$ cat src/rtl/fetch_stage.sv
// rtl/fetch_stage.sv - instruction fetch stage with prefetch queue feeding the FetchToDecodeBus
//
// Ports:
//   clk, reset_n          clock, asynchronous active-low reset
//   mem_req_valid/addr    fetch request to instruction memory (word aligned)
//   mem_req_ready         memory accepts the request this cycle
//   mem_rsp_valid/data    in-order instruction word response
//   redirect_valid/pc     branch/exception redirect pulse and target
//   bus_is_busy           FetchToDecodeBus occupancy flag
//   bus_send/pc/insn      registered one-cycle write pulse and payload into the bus
module fetch_stage #(
   parameter logic [31:0] RESET_PC    = 32'h0000_0000,
   parameter int unsigned QUEUE_DEPTH = 4
) (
   input  logic        clk,
   input  logic        reset_n,
   output logic        mem_req_valid,
   output logic [31:0] mem_req_addr,
   input  logic        mem_req_ready,
   input  logic        mem_rsp_valid,
   input  logic [31:0] mem_rsp_data,
   input  logic        redirect_valid,
   input  logic [31:0] redirect_pc,
   input  logic        bus_is_busy,
   output logic        bus_send,
   output logic [31:0] bus_pc,
   output logic [31:0] bus_insn
);

   localparam int AW = (QUEUE_DEPTH > 1) ? $clog2(QUEUE_DEPTH) : 1;
   localparam int CW = AW + 1;
   localparam logic [CW:0] DEPTH_W = (CW+1)'(QUEUE_DEPTH);

   typedef enum logic [1:0] {BOOT, RUN, DRAIN} state_t;

   state_t        state, state_next;
   logic [31:0]   pc, pc_next;
   logic [31:0]   rsp_pc, rsp_pc_next;
   logic [CW-1:0] count, count_next;
   logic [CW-1:0] outstanding, outstanding_next;
   logic [CW-1:0] discard, discard_next;
   logic [AW-1:0] wr_ptr, rd_ptr;
   logic [31:0]   q_addr [QUEUE_DEPTH];
   logic [31:0]   q_data [QUEUE_DEPTH];
   logic [CW:0]   inflight;
   logic          req_fire, rsp_take, push, pop;
   logic          unused_pc_bits;

   assign unused_pc_bits = ^redirect_pc[1:0];

   // Queued plus requested words may never exceed the queue size, so every
   // response that comes back always has a slot waiting for it.
   assign inflight      = {1'b0, count} + {1'b0, outstanding};
   assign mem_req_valid = (state == RUN) && (inflight < DEPTH_W);
   assign mem_req_addr  = pc;
   assign req_fire      = mem_req_valid && mem_req_ready;
   assign rsp_take      = mem_rsp_valid && (outstanding != '0);
   assign push          = rsp_take && (state == RUN) && !redirect_valid;
   // bus_send gating covers the cycle before bus_is_busy reflects our own write.
   assign pop           = (count != '0) && !bus_is_busy && !bus_send && !redirect_valid;

   always_comb begin
      state_next       = state;
      pc_next          = pc;
      rsp_pc_next      = rsp_pc;
      outstanding_next = outstanding + CW'(req_fire) - CW'(rsp_take);
      discard_next     = discard;
      count_next       = count + CW'(push) - CW'(pop);

      if (req_fire) begin
         pc_next = pc + 32'd4;
      end
      // rsp_pc tracks the address of the next response that will be kept.
      if (push) begin
         rsp_pc_next = rsp_pc + 32'd4;
      end
      if ((state == DRAIN) && rsp_take) begin
         discard_next = discard - CW'(1);
      end

      if (redirect_valid) begin
         pc_next     = {redirect_pc[31:2], 2'b00};
         rsp_pc_next = {redirect_pc[31:2], 2'b00};
         count_next  = '0;
         // While draining, every outstanding word is already marked for discard.
         if (state != DRAIN) begin
            discard_next = outstanding_next;
         end
      end

      case (state)
         BOOT:    state_next = RUN;
         RUN:     if (redirect_valid && (discard_next != '0)) state_next = DRAIN;
         DRAIN:   if (discard_next == '0) state_next = RUN;
         default: state_next = BOOT;
      endcase
   end

   always_ff @(posedge clk or negedge reset_n) begin
      if (!reset_n) begin
         state       <= BOOT;
         pc          <= RESET_PC;
         rsp_pc      <= RESET_PC;
         count       <= '0;
         outstanding <= '0;
         discard     <= '0;
         wr_ptr      <= '0;
         rd_ptr      <= '0;
         bus_send    <= 1'b0;
         bus_pc      <= '0;
         bus_insn    <= '0;
      end else begin
         state       <= state_next;
         pc          <= pc_next;
         rsp_pc      <= rsp_pc_next;
         count       <= count_next;
         outstanding <= outstanding_next;
         discard     <= discard_next;
         bus_send    <= pop;
         if (redirect_valid) begin
            wr_ptr <= '0;
            rd_ptr <= '0;
         end else begin
            if (push) wr_ptr <= wr_ptr + AW'(1);
            if (pop)  rd_ptr <= rd_ptr + AW'(1);
         end
         if (pop) begin
            bus_pc   <= q_addr[rd_ptr];
            bus_insn <= q_data[rd_ptr];
         end
      end
   end

   // Queue storage needs no reset; occupancy is tracked by count and pointers.
   always_ff @(posedge clk) begin
      if (push) begin
         q_addr[wr_ptr] <= rsp_pc;
         q_data[wr_ptr] <= mem_rsp_data;
      end
   end

   rsp_without_request: assert property (@(posedge clk) disable iff (!reset_n)
      !(mem_rsp_valid && (outstanding == '0)));

endmodule
$ cat config.mk
export PLATFORM = sky130hd
export DESIGN_NAME = fetch_stage
export DESIGN_NICKNAME = d
export VERILOG_FILES = /design/src/rtl/fetch_stage.sv
export SDC_FILE = /design/constraint.sdc
export NUM_CORES = 1
export LEC_CHECK = 0
export BUFFER_PORTS_ARGS = -buffer_cell sky130_fd_sc_hd__buf_2
export CORE_MARGIN = 2
export CORE_UTILIZATION = 53
export CTS_CLUSTER_SIZE = 14
export DETAILED_ROUTE_END_ITERATION = 12
export PLACE_DENSITY = 0.85
export SYNTH_ARGS = -nofsm -noshare
export SYNTH_HDL_FRONTEND = slang
export SYNTH_SLANG_ARGS = --single-unit
$ cat constraint.sdc
create_clock -name clk -period 3.1 [get_ports clk]
set_input_delay 0.31 -clock clk [delete_from_list [all_inputs] [get_ports clk]]
set_output_delay 0.31 -clock clk [all_outputs]
set_load 0.05 [all_outputs]
== Word level (Yosys, flattened, before mapping) ==
Memory sizes are Yosys's and may differ from the RTL's. A register that Yosys moved wholly into a read port is not among the register bits.
Index checks and enable logic that the tools add are counted.

* Register bits after elaboration: 80
* RAM bits: 256
* Input port bits: 70
* Output and inout bits: 98
* Logic and storage cells: 68
* Memories: 2

{| class="wikitable"
|+ Memories
! name !! depth !! width !! rd ports !! clocked after memory_dff !! wr ports !! line !! source
|-
| q_addr || 4 || 32 || 1 || 1 || 1 || 43 || <nowiki>logic [31:0] q_addr [QUEUE_DEPTH];</nowiki>
|-
| q_data || 4 || 32 || 1 || 1 || 1 || 44 || <nowiki>logic [31:0] q_data [QUEUE_DEPTH];</nowiki>
|}

* Add/sub/neg operators: 10
* Order comparisons: 1
* Equality and inequality tests: 5
* Multiplexer cells: 17
* Reduce and logical (&&, ||, !) cells: 24

{| class="wikitable"
|+ Operator list
! cell !! count
|-
| $mux 32 || 4
|-
| $add 32x3->32 const B || 2
|-
| $mux 2 || 6
|-
| $mux 3 || 4
|-
| $logic_and 1x1->1 || 10
|-
| $reduce_bool 3->1 || 3
|-
| $add 3x1->3 || 2
|-
| $pmux 2 s3 || 1
|-
| $reduce_bool 2->1 || 3
|-
| $sub 3x1->3 || 2
|-
| $logic_not 1->1 || 5
|-
| $add 2x1->2 const B || 2
|-
| $add 3x3->4 || 1
|-
| $lt 4x3->1 const B || 1
|-
| $ne 2x1->1 const B || 2
|-
| $logic_not 3->1 || 1
|-
| $sub 3x1->3 const B || 1
|-
| $eq 2x1->1 const B || 1
|-
| $eq 2x2->1 const B || 1
|-
| $logic_not 2->1 || 1
|-
| $mux 1 || 2
|-
| $ne 2x2->1 const B || 1
|-
| $reduce_and 2->1 || 1
|}

== Longest topological paths before layout ==
Gate-level depths: netlist (run 1).

* Depth after elaboration: 12
* Gate-level depth with buffers: 14

== Worst setup path before layout (run 1) ==
Ideal clock, no wire load.

* Path type: register to register
* From: register state[1]
* To: memory q_addr[0][10], enable pin
* Arrival: 2.842 ns
* Required time: 2.673 ns
* Path slack: -0.169 ns
* Stages on the path, launching flop included: 5
* Path buffers: 1
* Period minus slack after synthesis: 3.269 ns
* Cells stage by stage: dfrtp_1 > or2b_1 > nor2_1 > clkbuf_1 > and3_1

* Longest elaborated chain between the ends: 5

{| class="wikitable"
|+ RTL lines
! element !! line !! source
|-
| from (decl) || 36 || <nowiki>state_t state, state_next;</nowiki>
|-
| from (signal assigned) || 113 || <nowiki>state <= state_next;</nowiki>
|-
| $eq 2x1->1 || 58 || <nowiki>assign push = rsp_take && (state == RUN) && !redirect_valid;</nowiki>
|-
| $logic_and 1x1->1 (2 in a row) || 58 ||
|-
| $mux 1 || 136 || <nowiki>if (push) begin</nowiki>
|-
| $mux 1 (not written as such) || 137 || <nowiki>q_addr[wr_ptr] <= rsp_pc;</nowiki>
|-
| to (decl) || 43 ||
|}

Every way passes these cells.

== Worst setup path after layout (run 1) ==
* From: register outstanding[1]
* To: register state[0]

* Longest elaborated chain between the ends: 12
* Elaborated cells on any way between the ends: 18

{| class="wikitable"
|+ RTL lines
! element !! line !! source
|-
| from (decl) || 40 || <nowiki>logic [CW-1:0] outstanding, outstanding_next;</nowiki>
|-
| from (signal assigned) || 117 || <nowiki>outstanding <= outstanding_next;</nowiki>
|-
| $add 3x3->4 || 53 || <nowiki>assign inflight = {1'b0, count} + {1'b0, outstanding};</nowiki>
|-
| $lt 4x3->1 || 54 || <nowiki>assign mem_req_valid = (state == RUN) && (inflight < DEPTH_W);</nowiki>
|-
| $logic_and 1x1->1 || 54 ||
|-
| $logic_and 1x1->1 || 56 || <nowiki>assign req_fire = mem_req_valid && mem_req_ready;</nowiki>
|-
| $add 3x1->3 || 66 || <nowiki>outstanding_next = outstanding + CW'(req_fire) - CW'(rsp_take);</nowiki>
|-
| $sub 3x1->3 (*) || 66 ||
|-
| named net outstanding_next[1] || 40 ||
|-
| $mux 3 (*) || 86 || <nowiki>if (state != DRAIN) begin</nowiki>
|-
| $mux 3 (*) || 81 || <nowiki>if (redirect_valid) begin</nowiki>
|-
| named net discard_next[1] || 41 || <nowiki>logic [CW-1:0] discard, discard_next;</nowiki>
|-
| $reduce_bool 3->1 || 93 || <nowiki>RUN: if (redirect_valid && (discard_next != '0)) state_next = DRAIN;</nowiki>
|-
| $logic_and 1x1->1 || 93 ||
|-
| $ne 2x1->1 (no source line) || n/a ||
|-
| $reduce_and 2->1 (no source line) (*) || n/a ||
|}

Mark *: on every way through the listed nets, which the timed path passes. The rest lies on a longest branch.
A chain may end at the register's enable or synchronous reset.

==> results of run 1 <==
## layout make-up
class                           instances  area, µm²
Clock buffer                           52       1060
Antenna cell                            2       5.00
Clock inverter                         18        218
Sequential cell                       386      10900
Fill cell                            2060      10700
Multi-Input combinational cell        482       4630
Timing Repair Buffer                  215       1360
Inverter                               16       60.1
Tap cell                              390        488
## worst max-delay path, stage by stage (launching register included)
cell and delay [ps]:
dfrtp_1 440, ha_1 300, nand3_1 130, nand4_1 150
ha_1 310, inv_1 40, ha_1 160, inv_1 70
fa_1 410, inv_1 100, nor3_2 50, a211oi_2 330
nor3_1 120, o21a_1 210
## power by group
part / switching, W / internal (W)
clock network: 0.00188 / 0.00276
registers: 0.000595 / 0.00630
logic: 0.00309 / 0.00177
## registers in the layout, indices dropped and copies added (netlist names)
register,flops
bus_insn,32
mem_req_addr,30
discard,3
bus_pc,30
count,3
wr_ptr,2
rd_ptr,2
q_addr,120
q_data,128
state,2
outstanding,3
bus_send,1
rsp_pc,30
## cell families (layout without fill, tap and decap cells)
| logic type | Yosys count | count (layout) | share of synthesized area, % |
|---|---|---|---|
| flops | 386 | 386 | 69.4 |
| other cells | 1 | 6 | 0.0239 |
| buf+inv | 61 | 301 | 1.55 |
| mux | 151 | 151 | 15.3 |
| simple gates | 201 | 201 | 7.00 |
| compound gates | 62 | 62 | 2.61 |
| fa+ha+maj | 15 | 15 | 1.29 |
| xor+xnor | 49 | 49 | 2.83 |
## stage by stage
| stage | utilization [%] | hold slack [ps] | power (W) |
|---|---|---|---|
| after floorplan | - | 14.4 | 0.0105 |
| final | 63.7 | 20.7 | 0.0164 |
| after detailed placement | 58.4 | 388 | 0.0118 |
| after global placement | 58.4 | 387 | 0.0117 |
| after CTS | 63.6 | 2.78 | 0.0165 |
| after global routing | 63.7 | 2.71 | 0.0171 |
## cells in the final DEF, fill, tap and decap left out, drive strengths merged, types with 12 or more instances in the layout
| cell | Yosys | layout |
|---|---|---|
| mux2 | 88 | 88 |
| nor2 | 27 | 27 |
| edfxtp | 248 | 248 |
| mux4 | 62 | 62 |
| nor4 | 14 | 14 |
| dfrtp | 138 | 138 |
| xor2 | 15 | 15 |
| nand2 | 40 | 40 |
| xnor2 | 33 | 33 |
| dlygate4sd3 | 0 | 23 |
| buf | 15 | 192 |
| nand3 | 33 | 33 |
| and3 | 16 | 16 |
| nor3 | 19 | 19 |
| nand4 | 18 | 18 |
| ha | 13 | 13 |
| clkbuf | 30 | 52 |
| inv | 16 | 16 |
| a21oi | 12 | 12 |
## how the worst max path moves through the flow
stage                      endpoint  depth (start not counted)                     start
2_1_floorplan  state[0]$_DFFE_PN0P_                         14        count[2]$_DFF_PN0_
3_3_place_gp   state[0]$_DFFE_PN0P_                         13        count[2]$_DFF_PN0_
3_5_place_dp   state[0]$_DFFE_PN0P_                         13        count[2]$_DFF_PN0_
4_1_cts        state[0]$_DFFE_PN0P_                         13  outstanding[2]$_DFF_PN0_
5_1_grt        state[0]$_DFFE_PN0P_                         13  outstanding[1]$_DFF_PN0_
6_report       state[0]$_DFFE_PN0P_                         13  outstanding[1]$_DFF_PN0_
## what timing repair did
item | CTS | global route
pin swaps | 2 | 1
hold endpoints to repair | 151 | 0
endpoints found under the setup margin | 1 | 2
buffers inserted | 0 | 0
resized for setup | 1 | 3
hold buffers | 23 | 0
## routing by layer
layer  share of wire (%)  wire, µm
met5                   0         0
met4                 1.8       600
met3                 7.1      2320
met2                  49     16000
met1                  42     13600
==> impl_metrics.toml, run 1 <==
[outcome]
status = "completed"

[clock_network]
cts_tree = "done"
clock_path_buffers = 3
clkTransAtPathRegs_ps = 60
cts_buffers = 39
htree_levels = 2
clock_latency_ps = 530
cts_root_buffer = "clkbuf_16"
numClockSinks = 386

[floorplanning]
core_um2 = 29400
placementRows = 63
dieArea_um2 = 31000
initial_core_util_pct = 53.4
io_pins = 168
dieHeight_um = 176
dieWidth_um = 176

[sta]
tightest_slew_ps = 932
setup_viol = 0
max_freq_mhz = 344
rsz0062_at_grt = "false"
slew_violations = 0
slew_headroom_pct = 37.9
fin_skew_ps = 18.1
hold_viol_final = 0
tns_ps = 0
finalCritPeriodShare_pct = 93.9
worst_slack_ps = 190
period_minus_slack_ps = 2910

[finish]
fin_area_um2 = 18700
drive_above_1_share_pct = 36.2
num-nets-final = 1225
final_cells = 1561
layout-area-overhead-vs-synth_pct = 19.3

[power_and_ir_drop]
p_leak_nw = 6.85
peakVddDrop_mv = 0.550
p_per_area_nw_per_um2 = 875

[setup_path]
required_ps = 3510
path_max_fanout = 4
r2r_start = "outstanding[1]$_DFF_PN0_"
worstPathArrival_ps = 3320
setup.worst_path.end_class = "register"
start_kind = "register"
rr_endpoint = "state[0]$_DFFE_PN0P_"
ff2ff_setup_slack_ps = 190
worstSetupPathType = "reg -> reg"
ff2ff_path_depth = 13

[synth]
synth_area_leader_cell = "edfxtp_1"
synth_top_area_share_pct = 47.4
yosys_warnings = 0
ys_async_sr_fraction_pct = 35.8
synth.most_common_cell = "edfxtp_1"
synthCells = 926
synthDistinctLibCells = 51
synth_edf_count = 248
syn_avg_cell_area_um2 = 17.0
synthesis.area_um2 = 15700
ys_ff_latch = 386
synth_ff_type = "edfxtp_1"
seq_area_frac_synth_pct = 69.4
synth_common_cells = "edfxtp_1, dfrtp_1, mux2_2"
ys_top_cells_by_area = "edfxtp_1, dfrtp_1, mux4_2"

[global_routing]
use_met3_pct = 3.29
antenna_found_initial = 2
grt_max_degree = 77
grt_use_met1_pct = 30.5
grt_usage_pct = 21.3
grt_pass1_wl_um = 51000
busiest_layer = "met2"
grt_overflow = 0
grt_pass1_vias = 9161
grtUsageMet2_pct = 34.9

[placement]
port_buffers = 161
dp_hpwl_um = 20600
place_congestion = 0.871
placedCellCount = 1466
placed_area_um2 = 17200
pre_cts_ws_ps = -24.0

[drt]
viasPerCell = 5.79
final_antenna_net_count = 0
first_pass_iters = 6
drcViolationCount = 0
wl_um = 32500
routedWlPerCell_um = 20.8
vias = 9039
drt_iter0_drc = 710

[job]
max_cap_violations = 0

[hold_path]
holdCritStartpoint = "mem_rsp_data[26]"
min_path_cells = 1
min-delay-path-class = "in -> reg"
min_to = "q_data[2][26]$_DFFE_PP_"
(Power assumes the default switching activity.)
==> run 2, diff against run 1 <==
--- a/config.mk
+++ b/config.mk
@@ -11,6 +11,7 @@
 export CTS_CLUSTER_SIZE = 14
 export DETAILED_ROUTE_END_ITERATION = 12
 export PLACE_DENSITY = 0.85
+export RECOVER_POWER = 25
 export SYNTH_ARGS = -nofsm -noshare
 export SYNTH_HDL_FRONTEND = slang
 export SYNTH_SLANG_ARGS = --single-unit
==> run 2 against run 1 <==
Critical path type unchanged. Combinational power about the same. Wire length decreased by 0.15%. Largest power group unchanged. Sequential cell count unchanged. Critical endpoint unchanged. Clock power about the same. Critical path depth unchanged. Clock skew increased by 2.2 ps.
==> impl_metrics.toml, run 2 (synthesized netlist as in run 1, its figures left out) <==
[outcome]
status = "completed"

[drt]
first_pass_iters = 6
drcViolationCount = 0
viasPerCell = 5.74
wl_um = 32500
vias = 8966
final_antenna_net_count = 0
routedWlPerCell_um = 20.8
drt_iter0_drc = 707

[floorplanning]
io_pins = 168
dieWidth_um = 176
initial_core_util_pct = 53.4
placementRows = 63
dieArea_um2 = 31000
core_um2 = 29400
dieHeight_um = 176

[finish]
num-nets-final = 1225
drive_above_1_share_pct = 33.4
top_register = "q_data"
layout-area-overhead-vs-synth_pct = 19.0
fin_area_um2 = 18700
largest_register_ffs = 128
largestRegisters = "q_data (128), q_addr (120), bus_insn (32)"
layout_common_cells = "edfxtp_1, dfrtp_1, buf_2"
layout_commonest_cell = "edfxtp_1"

[setup_path]
setup.worst_path.end_class = "register"
required_ps = 3510
crit_buf_inv = 3
cp_slowest_cell = "dfrtp_1"
start_kind = "register"
worstSetupPathType = "reg -> reg"
worstPathArrival_ps = 3310
cp_cell_sequence = "ha_1, nor3_2, nand4_1, ha_1, inv_1, ha_1, inv_1, fa_1, inv_1, nor3_2, a211oi_2, nor3_1, o21a_1"
cp_slowest_stage_delay_ps = 440
crit_family = "adder cells"
path_max_fanout = 4

[power_and_ir_drop]
peakVddDrop_mv = 0.549
p_leak_nw = 6.76
p_per_area_nw_per_um2 = 877
fin_total_pwr_w = 0.0164

[placement]
placed_area_um2 = 17200
dp_hpwl_um = 20600
place_congestion = 0.871
pre_cts_ws_ps = -24.0
port_buffers = 161

[global_routing]
grt_pass1_vias = 9161
grt_usage_pct = 21.3
grt_max_degree = 77
grt_pass1_wl_um = 51000
grt_overflow = 0
antenna_found_initial = 2

[sta]
period_minus_slack_ps = 2910
worst_slack_ps = 193
max_freq_mhz = 344
hold_slack_ps = 53.3
setup_viol = 0
slew_headroom_pct = 37.6
hold_viol_final = 0
finalCritPeriodShare_pct = 93.8
rsz0062_at_grt = "false"
slew_violations = 0
tightest_slew_ps = 935
fin_skew_ps = 20.3

[clock_network]
clock_path_buffers = 3
cts_tree = "done"
cts_buffers = 39
clock_latency_ps = 530
clkTransAtPathRegs_ps = 60
cts_root_buffer = "clkbuf_16"
numClockSinks = 386
htree_levels = 2

[hold_path]
min-delay-path-class = "in -> reg"

[job]
max_cap_violations = 0
==> run 2: cell count changes in the layout (fill, tap and decap cells not counted), sizes merged <==
cell | before | now
clkbuf | 52 | 84
buf | 192 | 160
==> run 2: what timing repair did <==
item	CTS	global route
hold endpoints to repair	151	0
gates resized for setup	1	3
buffers inserted	0	0
hold buffers	23	0
setup endpoints to repair	1	2
pin swaps	2	1
==> run 2: final timing paths <==
path                                                from                            to  slack (ps)  depth (start not counted)
worst max register to register  outstanding[1]$_DFF_PN0_          state[0]$_DFFE_PN0P_         190                         13
min in group asynchronous                        reset_n      bus_insn[13]$_DFFE_PN0P_         360                          2
max in group asynchronous                        reset_n  mem_req_addr[10]$_DFFE_PN0N_        1930                          3
worst min-delay path                     redirect_pc[24]        rsp_pc[24]$_DFFE_PN0N_          50                          2
worst min register to register  bus_insn[12]$_DFFE_PN0P_      bus_insn[12]$_DFFE_PN0P_         500                          1
worst max-delay path            outstanding[1]$_DFF_PN0_          state[0]$_DFFE_PN0P_         190                         13
==> run 2: layout make-up <==
type / instances / area [µm²]
tap: 390 / 488
fill: 2077 / 10700
clock inverter: 18 / 218
clock buffer: 52 / 1060
inverter: 16 / 60.1
sequential: 386 / 10900
timing repair buffer: 215 / 1320
antenna: 2 / 5.00
multi-input combinational: 482 / 4630
==> run 2: report_power, final <==
group	switching [W]	total [W]	internal, W
Sequential	0.000594	0.00689	0.00630
Combinational	0.00309	0.00485	0.00176
Clock	0.00188	0.00464	0.00276
==> run 2: per-layer routing <==
metal  part of all wire (%)  GRT usage, %  up-vias  routed length (µm)
met5                      0             0        -                   0
met3                    6.8          3.29       51                2220
met1                     42          30.5     4535               13700
li1                       -             -     4028                   -
met4                    1.8          5.13        0                 598
met2                     49          34.9      352               15900
==> run 2: per-stage QoR <==
step           setup TNS, ps  util [%]  instances
2_1_floorplan              0         -        929
3_3_place_gp               0      58.4       1466
3_5_place_dp           -24.0      58.4       1466
4_1_cts                    0      63.6       1559
5_1_grt                    0      63.6       1561
6_report                   0      63.6       1561
